## config.mk

```make
export PLATFORM = sky130hd
export DESIGN_NAME = rx_xgmii_framer
export DESIGN_NICKNAME = d
export VERILOG_FILES = /design/src/rtl/rx_xgmii_pkg.sv /design/src/rtl/xgmii_term_decode.sv /design/src/rtl/rx_xgmii_framer.sv
export SDC_FILE = /design/constraint.sdc
export NUM_CORES = 1
export LEC_CHECK = 0
export CAP_MARGIN = 20
export CORE_MARGIN = 5
export CORE_UTILIZATION = 35
export CTS_CLUSTER_SIZE = 24
export DETAILED_ROUTE_END_ITERATION = 8
export PLACE_DENSITY_LB_ADDON = 0.12
export SYNTH_ARGS = -nofsm -noshare
export SYNTH_HDL_FRONTEND = slang
export SYNTH_SLANG_ARGS = --single-unit
```

## constraint.sdc

```tcl
create_clock -name CLK -period 3.85 [get_ports CLK]
set_clock_uncertainty 0.15 [all_clocks]
set_input_delay 0.77 -clock CLK [delete_from_list [all_inputs] [get_ports CLK]]
set_output_delay 0.77 -clock CLK [all_outputs]
set_load 0.02 [all_outputs]
```

## src/rtl/rx_xgmii_pkg.sv

```systemverilog
// Shared XGMII receive definitions: control characters, framer states and
// small byte-count/byte-mask helpers used by the framer.
package rx_xgmii_pkg;

  localparam logic [7:0] XGMII_START = 8'hFB;
  localparam logic [7:0] XGMII_TERM  = 8'hFD;
  localparam logic [7:0] XGMII_ERROR = 8'hFE;
  localparam logic [7:0] XGMII_IDLE  = 8'h07;
  localparam logic [7:0] PREAMBLE    = 8'h55;
  localparam logic [7:0] SFD         = 8'hD5;

  localparam logic [63:0] START_BLOCK = {SFD, {6{PREAMBLE}}, XGMII_START};

  localparam logic [1:0] ST_IDLE = 2'd0;
  localparam logic [1:0] ST_DATA = 2'd1;
  localparam logic [1:0] ST_DROP = 2'd2;

  // 11-bit byte counter add that sticks at 2047 instead of wrapping
  function automatic logic [10:0] cnt_add(input logic [10:0] cnt, input logic [3:0] inc);
    logic [11:0] sum;
    sum = {1'b0, cnt} + {8'h00, inc};
    cnt_add = sum[11] ? 11'h7FF : sum[10:0];
  endfunction

  function automatic logic [63:0] keep_bytes(input logic [63:0] d, input logic [3:0] n);
    logic [63:0] r;
    for (int i = 0; i < 8; i++) begin
      r[8*i +: 8] = (4'(i) < n) ? d[8*i +: 8] : 8'h00;
    end
    keep_bytes = r;
  endfunction

endpackage

```

## src/rtl/xgmii_term_decode.sv

```systemverilog
// Combinational terminate decoder: finds a terminate in lane k with RXC[7:k]
// set and RXC[k-1:0] clear, and flags any other use of control lanes.
module xgmii_term_decode
  import rx_xgmii_pkg::*;
(
  input  logic [63:0] rxd_i,
  input  logic [7:0]  rxc_i,
  output logic        term_found_o,
  output logic [2:0]  term_lane_o,
  output logic        ctrl_err_o
);

  logic       cand_s;
  logic [2:0] lane_s;

  // Only a contiguous upper run of control lanes can hold a terminate
  always_comb begin
    cand_s = 1'b1;
    lane_s = 3'd0;
    case (rxc_i)
      8'hFF: lane_s = 3'd0;
      8'hFE: lane_s = 3'd1;
      8'hFC: lane_s = 3'd2;
      8'hF8: lane_s = 3'd3;
      8'hF0: lane_s = 3'd4;
      8'hE0: lane_s = 3'd5;
      8'hC0: lane_s = 3'd6;
      8'h80: lane_s = 3'd7;
      default: cand_s = 1'b0;
    endcase
  end

  assign term_found_o = cand_s && (rxd_i[8*lane_s +: 8] == XGMII_TERM);
  assign term_lane_o  = lane_s;
  assign ctrl_err_o   = (rxc_i != 8'h00) && !term_found_o;

endmodule

```

## src/rtl/rx_xgmii_framer.sv

```systemverilog
// XGMII receive framer: detects lane-0 start blocks, strips preamble/SFD and
// emits payload blocks with start/end/byte-count/error marking, 2-cycle latency.
module rx_xgmii_framer
  import rx_xgmii_pkg::*;
#(
  parameter int MAX_BYTES = 1522,
  parameter int MIN_BYTES = 64
) (
  input  logic        CLK,
  input  logic        RST,
  input  logic [63:0] XGMII_RXD,
  input  logic [7:0]  XGMII_RXC,
  output logic [63:0] PLS_DATA_IND,
  output logic        DATA_VALID,
  output logic        FRAME_START,
  output logic        FRAME_END,
  output logic [3:0]  END_BYTES,
  output logic        FRAME_ERR
);

  localparam logic [10:0] MAX_CNT = 11'(MAX_BYTES);
  localparam logic [10:0] MIN_CNT = 11'(MIN_BYTES);

  logic        term_found_s;
  logic [2:0]  term_lane_s;
  logic        ctrl_err_s;
  logic        is_start_s;
  logic        is_idle_s;
  logic        a_open_s;
  logic        mark_prev_s;
  logic        mark_err_s;
  logic [10:0] cnt_new_s;

  logic [1:0]  state_q, state_d;
  logic [10:0] cnt_q, cnt_d;
  logic        sof_pend_q, sof_pend_d;

  logic [63:0] a_data_q, a_data_d;
  logic        a_dv_q, a_dv_d;
  logic        a_sof_q, a_sof_d;
  logic        a_eof_q, a_eof_d;
  logic        a_err_q, a_err_d;
  logic [3:0]  a_bytes_q, a_bytes_d;

  logic [63:0] o_data_q;
  logic        o_dv_q, o_sof_q, o_eof_q, o_err_q;
  logic [3:0]  o_bytes_q;

  xgmii_term_decode u_term_decode (
    .rxd_i        (XGMII_RXD),
    .rxc_i        (XGMII_RXC),
    .term_found_o (term_found_s),
    .term_lane_o  (term_lane_s),
    .ctrl_err_o   (ctrl_err_s)
  );

  assign is_start_s = (XGMII_RXC == 8'h01) && (XGMII_RXD == START_BLOCK);
  assign is_idle_s  = (XGMII_RXC == 8'hFF) && (XGMII_RXD[7:0] != XGMII_TERM);
  assign a_open_s   = a_dv_q && !a_eof_q;

  // Next state and stage-A contents; lane-0 terminates and aborts close the
  // block already in stage A, or insert an empty end marker if there is none.
  always_comb begin
    state_d     = state_q;
    cnt_d       = cnt_q;
    sof_pend_d  = sof_pend_q;
    a_data_d    = 64'h0;
    a_dv_d      = 1'b0;
    a_sof_d     = 1'b0;
    a_eof_d     = 1'b0;
    a_err_d     = 1'b0;
    a_bytes_d   = 4'd0;
    mark_prev_s = 1'b0;
    mark_err_s  = 1'b0;
    cnt_new_s   = cnt_q;
    case (state_q)
      ST_IDLE: begin
        if (is_start_s) begin
          state_d    = ST_DATA;
          cnt_d      = 11'd0;
          sof_pend_d = 1'b1;
        end else begin
          state_d = ST_IDLE;
        end
      end
      ST_DATA: begin
        if (is_start_s) begin
          cnt_d      = 11'd0;
          sof_pend_d = 1'b1;
          if (a_open_s) begin
            mark_prev_s = 1'b1;
            mark_err_s  = 1'b1;
          end else begin
            a_eof_d = 1'b1;
            a_err_d = 1'b1;
          end
        end else if (term_found_s && (term_lane_s == 3'd0)) begin
          state_d    = ST_IDLE;
          sof_pend_d = 1'b0;
          if (a_open_s) begin
            mark_prev_s = 1'b1;
            mark_err_s  = (cnt_q < MIN_CNT);
          end else begin
            a_eof_d = 1'b1;
            a_err_d = 1'b1;
          end
        end else if (term_found_s) begin
          cnt_new_s  = cnt_add(cnt_q, {1'b0, term_lane_s});
          cnt_d      = cnt_new_s;
          a_dv_d     = 1'b1;
          a_data_d   = keep_bytes(XGMII_RXD, {1'b0, term_lane_s});
          a_sof_d    = sof_pend_q;
          a_eof_d    = 1'b1;
          a_bytes_d  = {1'b0, term_lane_s};
          a_err_d    = (cnt_new_s < MIN_CNT) || (cnt_new_s > MAX_CNT);
          sof_pend_d = 1'b0;
          state_d    = ST_IDLE;
        end else begin
          cnt_new_s  = cnt_add(cnt_q, 4'd8);
          cnt_d      = cnt_new_s;
          a_dv_d     = 1'b1;
          a_data_d   = XGMII_RXD;
          a_sof_d    = sof_pend_q;
          sof_pend_d = 1'b0;
          if (ctrl_err_s || (cnt_new_s > MAX_CNT)) begin
            a_eof_d   = 1'b1;
            a_err_d   = 1'b1;
            a_bytes_d = 4'd8;
            state_d   = ST_DROP;
          end else begin
            state_d = ST_DATA;
          end
        end
      end
      ST_DROP: begin
        if (term_found_s || is_idle_s) begin
          state_d = ST_IDLE;
        end else begin
          state_d = ST_DROP;
        end
      end
      default: state_d = ST_IDLE;
    endcase
  end

  // State, stage A and output register
  always_ff @(posedge CLK) begin
    if (RST) begin
      state_q    <= ST_IDLE;
      cnt_q      <= 11'd0;
      sof_pend_q <= 1'b0;
      a_data_q   <= 64'h0;
      a_dv_q     <= 1'b0;
      a_sof_q    <= 1'b0;
      a_eof_q    <= 1'b0;
      a_err_q    <= 1'b0;
      a_bytes_q  <= 4'd0;
      o_data_q   <= 64'h0;
      o_dv_q     <= 1'b0;
      o_sof_q    <= 1'b0;
      o_eof_q    <= 1'b0;
      o_err_q    <= 1'b0;
      o_bytes_q  <= 4'd0;
    end else begin
      state_q    <= state_d;
      cnt_q      <= cnt_d;
      sof_pend_q <= sof_pend_d;
      a_data_q   <= a_data_d;
      a_dv_q     <= a_dv_d;
      a_sof_q    <= a_sof_d;
      a_eof_q    <= a_eof_d;
      a_err_q    <= a_err_d;
      a_bytes_q  <= a_bytes_d;
      o_data_q   <= a_data_q;
      o_dv_q     <= a_dv_q;
      o_sof_q    <= a_sof_q;
      o_eof_q    <= a_eof_q | mark_prev_s;
      o_err_q    <= a_err_q | (mark_prev_s & mark_err_s);
      o_bytes_q  <= mark_prev_s ? 4'd8 : a_bytes_q;
    end
  end

  assign PLS_DATA_IND = o_data_q;
  assign DATA_VALID   = o_dv_q;
  assign FRAME_START  = o_sof_q;
  assign FRAME_END    = o_eof_q;
  assign END_BYTES    = o_bytes_q;
  assign FRAME_ERR    = o_err_q;

endmodule

```

# After elaboration in Yosys (flattened, before gate mapping)
# Cells that the tools add are included.
dict set report word_totals {
  register_bits 158
  output_inout_bits 72
  input_bits 74
  word_cells 123
}
dict set report classes {
  n_mux 47
  n_reduce_logical 23
  bitwise_logic 4
  add_sub_neg 2
  eq_ne 17
  magnitude_cmp 11
  n_shift 1
}
# cell n
set ops {}
lappend ops {{$eq A8 B8 Y1 const B} 9}
lappend ops {{$mux W11} 6}
lappend ops {{$eq A64 B64 Y1 const B} 1}
lappend ops {{$shiftx A64 B7 Y8} 1}
lappend ops {{$mux W56} 1}
lappend ops {{$mux W8} 7}
lappend ops {{$gt A11 B11 Y1 const B} 2}
lappend ops {{$lt A11 B7 Y1 const B} 2}
lappend ops {{$pmux W11 S2} 1}
lappend ops {{$mux W1} 21}
lappend ops {{$pmux W3 S7} 1}
lappend ops {{$add A11 B3 Y12} 1}
lappend ops {{$add A11 B4 Y12 const B} 1}
lappend ops {{$mux W2} 5}
lappend ops {{$lt A3 B3 Y1 const A} 3}
lappend ops {{$eq A8 B1 Y1 const B} 1}
lappend ops {{$mux W4} 2}
lappend ops {{$ne A8 B8 Y1 const B} 1}
lappend ops {{$reduce_bool A8 Y1} 1}
lappend ops {{$reduce_or A8 Y1} 1}
lappend ops {{$logic_and A1 B1 Y1} 6}
lappend ops {{$lt A1 B3 Y1 const A} 2}
lappend ops {{$lt A2 B3 Y1 const A} 2}
lappend ops {{$pmux W2 S3} 1}
lappend ops {{20 further kinds} 26}

# Longest topological paths before layout
dict set report logic_depth {
  depth_word 13
  ltp_mapped 18
  mapped_depth_nobuf 15
}

# By module
# Synthesis repeated with hierarchy kept, for this count alone.
dict set report unflattened {
  cells_unflattened 583
  hier_area_um2 6068.3
}
# module area_each_um2 seq_area_each_um2 cells_per_inst instances
set by_module_without_submodules {}
lappend by_module_without_submodules {rx_xgmii_framer 5635.4 3163.0 526 1}
lappend by_module_without_submodules {xgmii_term_decode 432.9 0.0 57 1}

# Worst setup path after synthesis
# Ideal clock, no wire load.
dict set report synth_timing {
  path_type {in2reg}
  from {in XGMII_RXC[2]}
  to {reg a_err_q}
  path_slack_ns -0.321
  arrival_ns 3.945
  setup_ns 0.076
  path_buffers 3
  stages 18
  t_required_ns 3.624
  path_cell_list {buf_6 -> nor4_2 -> and4bb_4 -> or2_1 -> buf_6 -> ha_1 -> inv_1 -> fa_1 -> nor2b_1 -> or2_2 -> clkbuf_1 -> and3_1 -> o21ai_0 -> nor4_1 -> mux2i_1 -> nor2b_1 -> a211o_1 -> a21boi_0}
}
dict set report synth_between {
  elab_chain_cells 12
  elab_cells_between_ends 31
  classes_between {1 x add/sub; 2 x order compare; 10 x eq/ne; 1 x shift; 7 x mux; 10 x reduce/logical}
}
# element line
set synth_lines {}
lappend synth_lines {{start, declared} rx_xgmii_framer.sv:12} ;# input logic [7:0] XGMII_RXC,
lappend synth_lines {{$eq A8 B8 Y1} xgmii_term_decode.sv:20} ;# case (rxc_i)
lappend synth_lines {{$pmux W3 S7 (*)} xgmii_term_decode.sv:20}
lappend synth_lines {{via term_lane_s[0]} rx_xgmii_framer.sv:25} ;# logic [2:0] term_lane_s;
lappend synth_lines {{branches (longest 8 deep; another with $add A11 B3 Y12)} -}
lappend synth_lines {{$mux W1 (*)} rx_xgmii_framer.sv:97} ;# end else if (term_found_s && (term_lane_s == 3'd0)) begin
lappend synth_lines {{$mux W1 (*)} rx_xgmii_framer.sv:87} ;# if (is_start_s) begin
lappend synth_lines {{end signal, assigned} rx_xgmii_framer.sv:172} ;# a_err_q <= a_err_d;
lappend synth_lines {{end, declared} rx_xgmii_framer.sv:42} ;# logic a_err_q, a_err_d;
# Mark *: on every way through the listed nets, which the timed path passes.
# A chain may end at the register's enable or synchronous reset.

# Worst setup path after layout
dict set report layout_timing {
  from {in XGMII_RXC[6]}
  to {reg a_err_q}
}
dict set report layout_between {
  elab_chain_cells 12
  elab_cells_between_ends 31
  classes_between {1 x add/sub; 2 x order compare; 10 x eq/ne; 1 x shift; 7 x mux; 10 x reduce/logical}
}
# element line
set layout_lines {}
lappend layout_lines {{branches (longest 11 deep; another with $add A11 B3 Y12)} -}
lappend layout_lines {{$mux W1 (*)} rx_xgmii_framer.sv:87}
# Mark *: on every way between the ends.

==> flow_summary.yaml <==
status:
  status: "finished, final reports clean"
logic_synthesis:
  synthTopCellsByArea: "dfxtp_1 53%, nor2b_1 7.5%, and2_1 5.3%"
  yosysSeqAreaShare_pct: 53.13
  synth_top_family_by_area: "simple AND/OR/NAND/NOR gates"
  synthMuxAreaShare_pct: 0.8617
  synth_cell_type_count: 73
  synthSimpleGateAreaFrac_pct: 30.45
  synth_ff_type: "dfxtp_1"
  yosys-top-cells-count: "158 x dfxtp_1, 71 x nor2b_1, 50 x and2_1"
  syn_nets: 685
  synth-compound-area-share_pct: 10.19
  synth_edf_count: 0
  syn-instance-count: 605
  synth_top_area_cell: "dfxtp_1"
  synth_fa_ha_area_share_pct: 1.387
  yosys_register_bits: 158
  yosysWarnings: 0
  syn_avg_cell_area_um2: 9.840
  yosys.area.top_type_share_pct: 53.13
  synth_xor_area_share_pct: 1.030
  synthArstFlopShare_pct: 0
  synth_most_common_cell: "dfxtp_1"
  syn_area_um2: 5953
cells_and_area:
  drive_gt1_share_pct: 16.21
  final_cells: 1053
  fill_cells: 1493
  final_util_pct: 52.91
  multi_input_area_um2: 2689
  nets: 901
  regArea_um2: 3163
  antennaDiodeCount: 0
  syn2layout_area_growth_pct: 47.92
  fin_area_um2: 8806
drt:
  viasPerCell: 4.842
  drt_pass1_iterations: 5
  wl_per_cell_um: 17.24
  routed_wirelength_mm: 18.16
  vias: 5099
  ant_nets: 0
  drt_iter0_markers: 353
  drc: 0
power_and_ir_drop:
  worst_ir_drop_vdd_mv: 0.3241
  p_leak_nw: 3.571
  power_density_nw_per_um2: 399.4
sta:
  relSlewSlack_pct: 55.93
  fin_crit_sh_pct: 99.43
  finalHoldViolCount: 0
  worstMarginPinSlew_ns: 0.6610
  post-route-min-period_ns: 3.828
  slew_viol_final: 0
  fmaxAchievable_mhz: 261.2
  rsz0062_at_grt: "yes"
  finalSetupViolations: 0
die:
  die_x_um: 140.4
  die_area_um2: 19720
  row_count: 47
  coreArea_um2: 16640
  ios: 146
  die_h_um: 140.4
  start_util_pct: 35.77
min_path:
  hold_path_class: "flop to flop"
  holdPathEnd: "PLS_DATA_IND[22]"
  min_from: "a_data_q[22]"
  min_delay_path_depth: 1
clock_tree:
  cts_setup_buffers: 0
  cts_buffers: 17
  ctsHtreeMaxLevel: 4
  clock-sinks: 158
  cts_tree: "built"
  clkTransAtPathRegs_ns: 0.07
  clock_latency_ns: 0.42
  clockRootBuffer: "clkbuf_16"
  cts_buffer_depth: 2
setup_path:
  crit_arrival_ns: 4.03
  start_kind: "input pin"
  r2r_setup_slack_ns: 0.99
  r2r-start: "cnt_q[3]"
  rr_worst_depth: 10
  path_class: "input pin to flop"
  cp-end-kind: "flop"
  worstPathRequired_ns: 4.05
  cp_max_fo: 5
  r2r-end: "state_q[1]"
placed_design:
  dp_cells: 1022
  io_buffer_count: 145
  placedInstanceArea_um2: 8180
  dpl.hpwl_mm: 14.24
  globalplace.congestion: 0.8834
job:
  max_cap_violations: 0
global_route:
  antenna_found_initial: 1
  grt_usage_pct: 18.63
  grt_max_degree: 66
  grt_pass1_wl_mm: 28.63
  grt_overflow: 0
  grt_pass1_vias: 5082
## through the flow
step	TNS, ns	hold WS, ns	power (mW)	worst slack [ns]
finish	0	0.2781	3.517	0.02190
CTS	0	0.2802	3.556	0.002959
detailed placement	-13.95	0.2704	1.861	-0.5050
floorplan	0	0.2630	1.724	0.005043
global placement	-10.59	0.2664	1.860	-0.4325
global route	-0.1410	0.2942	3.641	-0.1410
## state kept, by name, summed over array words and instances (netlist names)
register / flops
a_sof_q: 1
cnt_q: 11
a_dv_q: 1
sof_pend_q: 1
DATA_VALID: 1
FRAME_START: 1
FRAME_END: 1
a_bytes_q: 4
a_data_q: 64
FRAME_ERR: 1
END_BYTES: 4
PLS_DATA_IND: 64
state_q: 2
a_err_q: 1
a_eof_q: 1
## layer usage
layer | vias to the layer above | track usage (%) | share of wire (%)
li1 | 2539 | - | -
met1 | 2362 | 26.14 | 48
met2 | 163 | 27.24 | 44
met3 | 33 | 5.283 | 6.7
met4 | 2 | 6.884 | 2.1
met5 | - | 0 | 0.039
## how the worst max path moves through the flow
stage	startpoint	to	cells after the start
2_1_floorplan	XGMII_RXC[2]	a_err_q	18
3_3_place_gp	XGMII_RXC[5]	a_err_q	17
3_5_place_dp	XGMII_RXC[3]	a_err_q	16
5_1_grt	XGMII_RXC[3]	a_err_q	16
6_report	XGMII_RXC[6]	a_err_q	17
4_1_cts	XGMII_RXC[6]	a_err_q	16
## logic make-up after synthesis
logic type / after synthesis
fa+ha+maj: 6
xor+xnor: 7
mux: 5
compound gates: 87
flops: 158
buf+inv: 40
simple gates: 302
## worst max-delay path, stage by stage
cell and delay [ns]:
clkdlybuf4s50_1 0.50, xor2_1 0.23, and4bb_4 0.27, or2_4 0.26, ha_4 0.16, inv_1 0.07, fa_2 0.22, nor2b_2 0.05
or2_4 0.27, buf_4 0.16, nand2_1 0.05, nand2_1 0.05, nor4_1 0.28, mux2i_1 0.10, nor2b_1 0.16, a211o_1 0.31
a21boi_1 0.11
## layout make-up
cell class | count | area share, %
clock inverter | 10 | 1.463
multi-input combinational | 407 | 30.53
sequential | 158 | 35.92
timing repair buffer | 222 | 23.09
inverter | 15 | 0.6394
clock buffer | 21 | 5.229
tap | 220 | 3.126
## repair_timing
item                                    in CTS  in global routing
gates resized for setup                      8                  4
endpoints found under the setup margin       1                  6
pin swaps                                    5                  1
hold buffers                                 0                  0
## cell usage in the layout, fill, tap and decap left out, types with 3 or more instances in the layout
cell	count
xnor2_1	4
nor3_1	11
nand4_1	8
nor4b_1	3
nand2_1	28
nor4_4	3
nor2_1	41
a21oi_1	23
ha_1	4
nand3_1	15
nand4b_1	4
or4_1	3
o21ai_0	14
o21ai_1	3
clkbuf_16	17
clkinvlp_4	3
dfxtp_1	158
nand2b_1	3
and3_1	27
inv_1	15
nor4_1	7
inv_6	3
and4b_1	4
a31oi_1	6
nor3b_1	6
mux2i_1	4
dlygate4sd2_1	3
a21o_1	3
and2_1	50
nor2b_1	70
clkdlybuf4s50_1	141
buf_4	76
## where the power goes
| part | internal, mW | switching [mW] |
|---|---|---|
| clock | 0.998 | 0.693 |
| sequential | 1.63 | 0.000000000000000444 |
| combinational | 0.104 | 0.0876 |
Power figures use the tool's default switching activity.
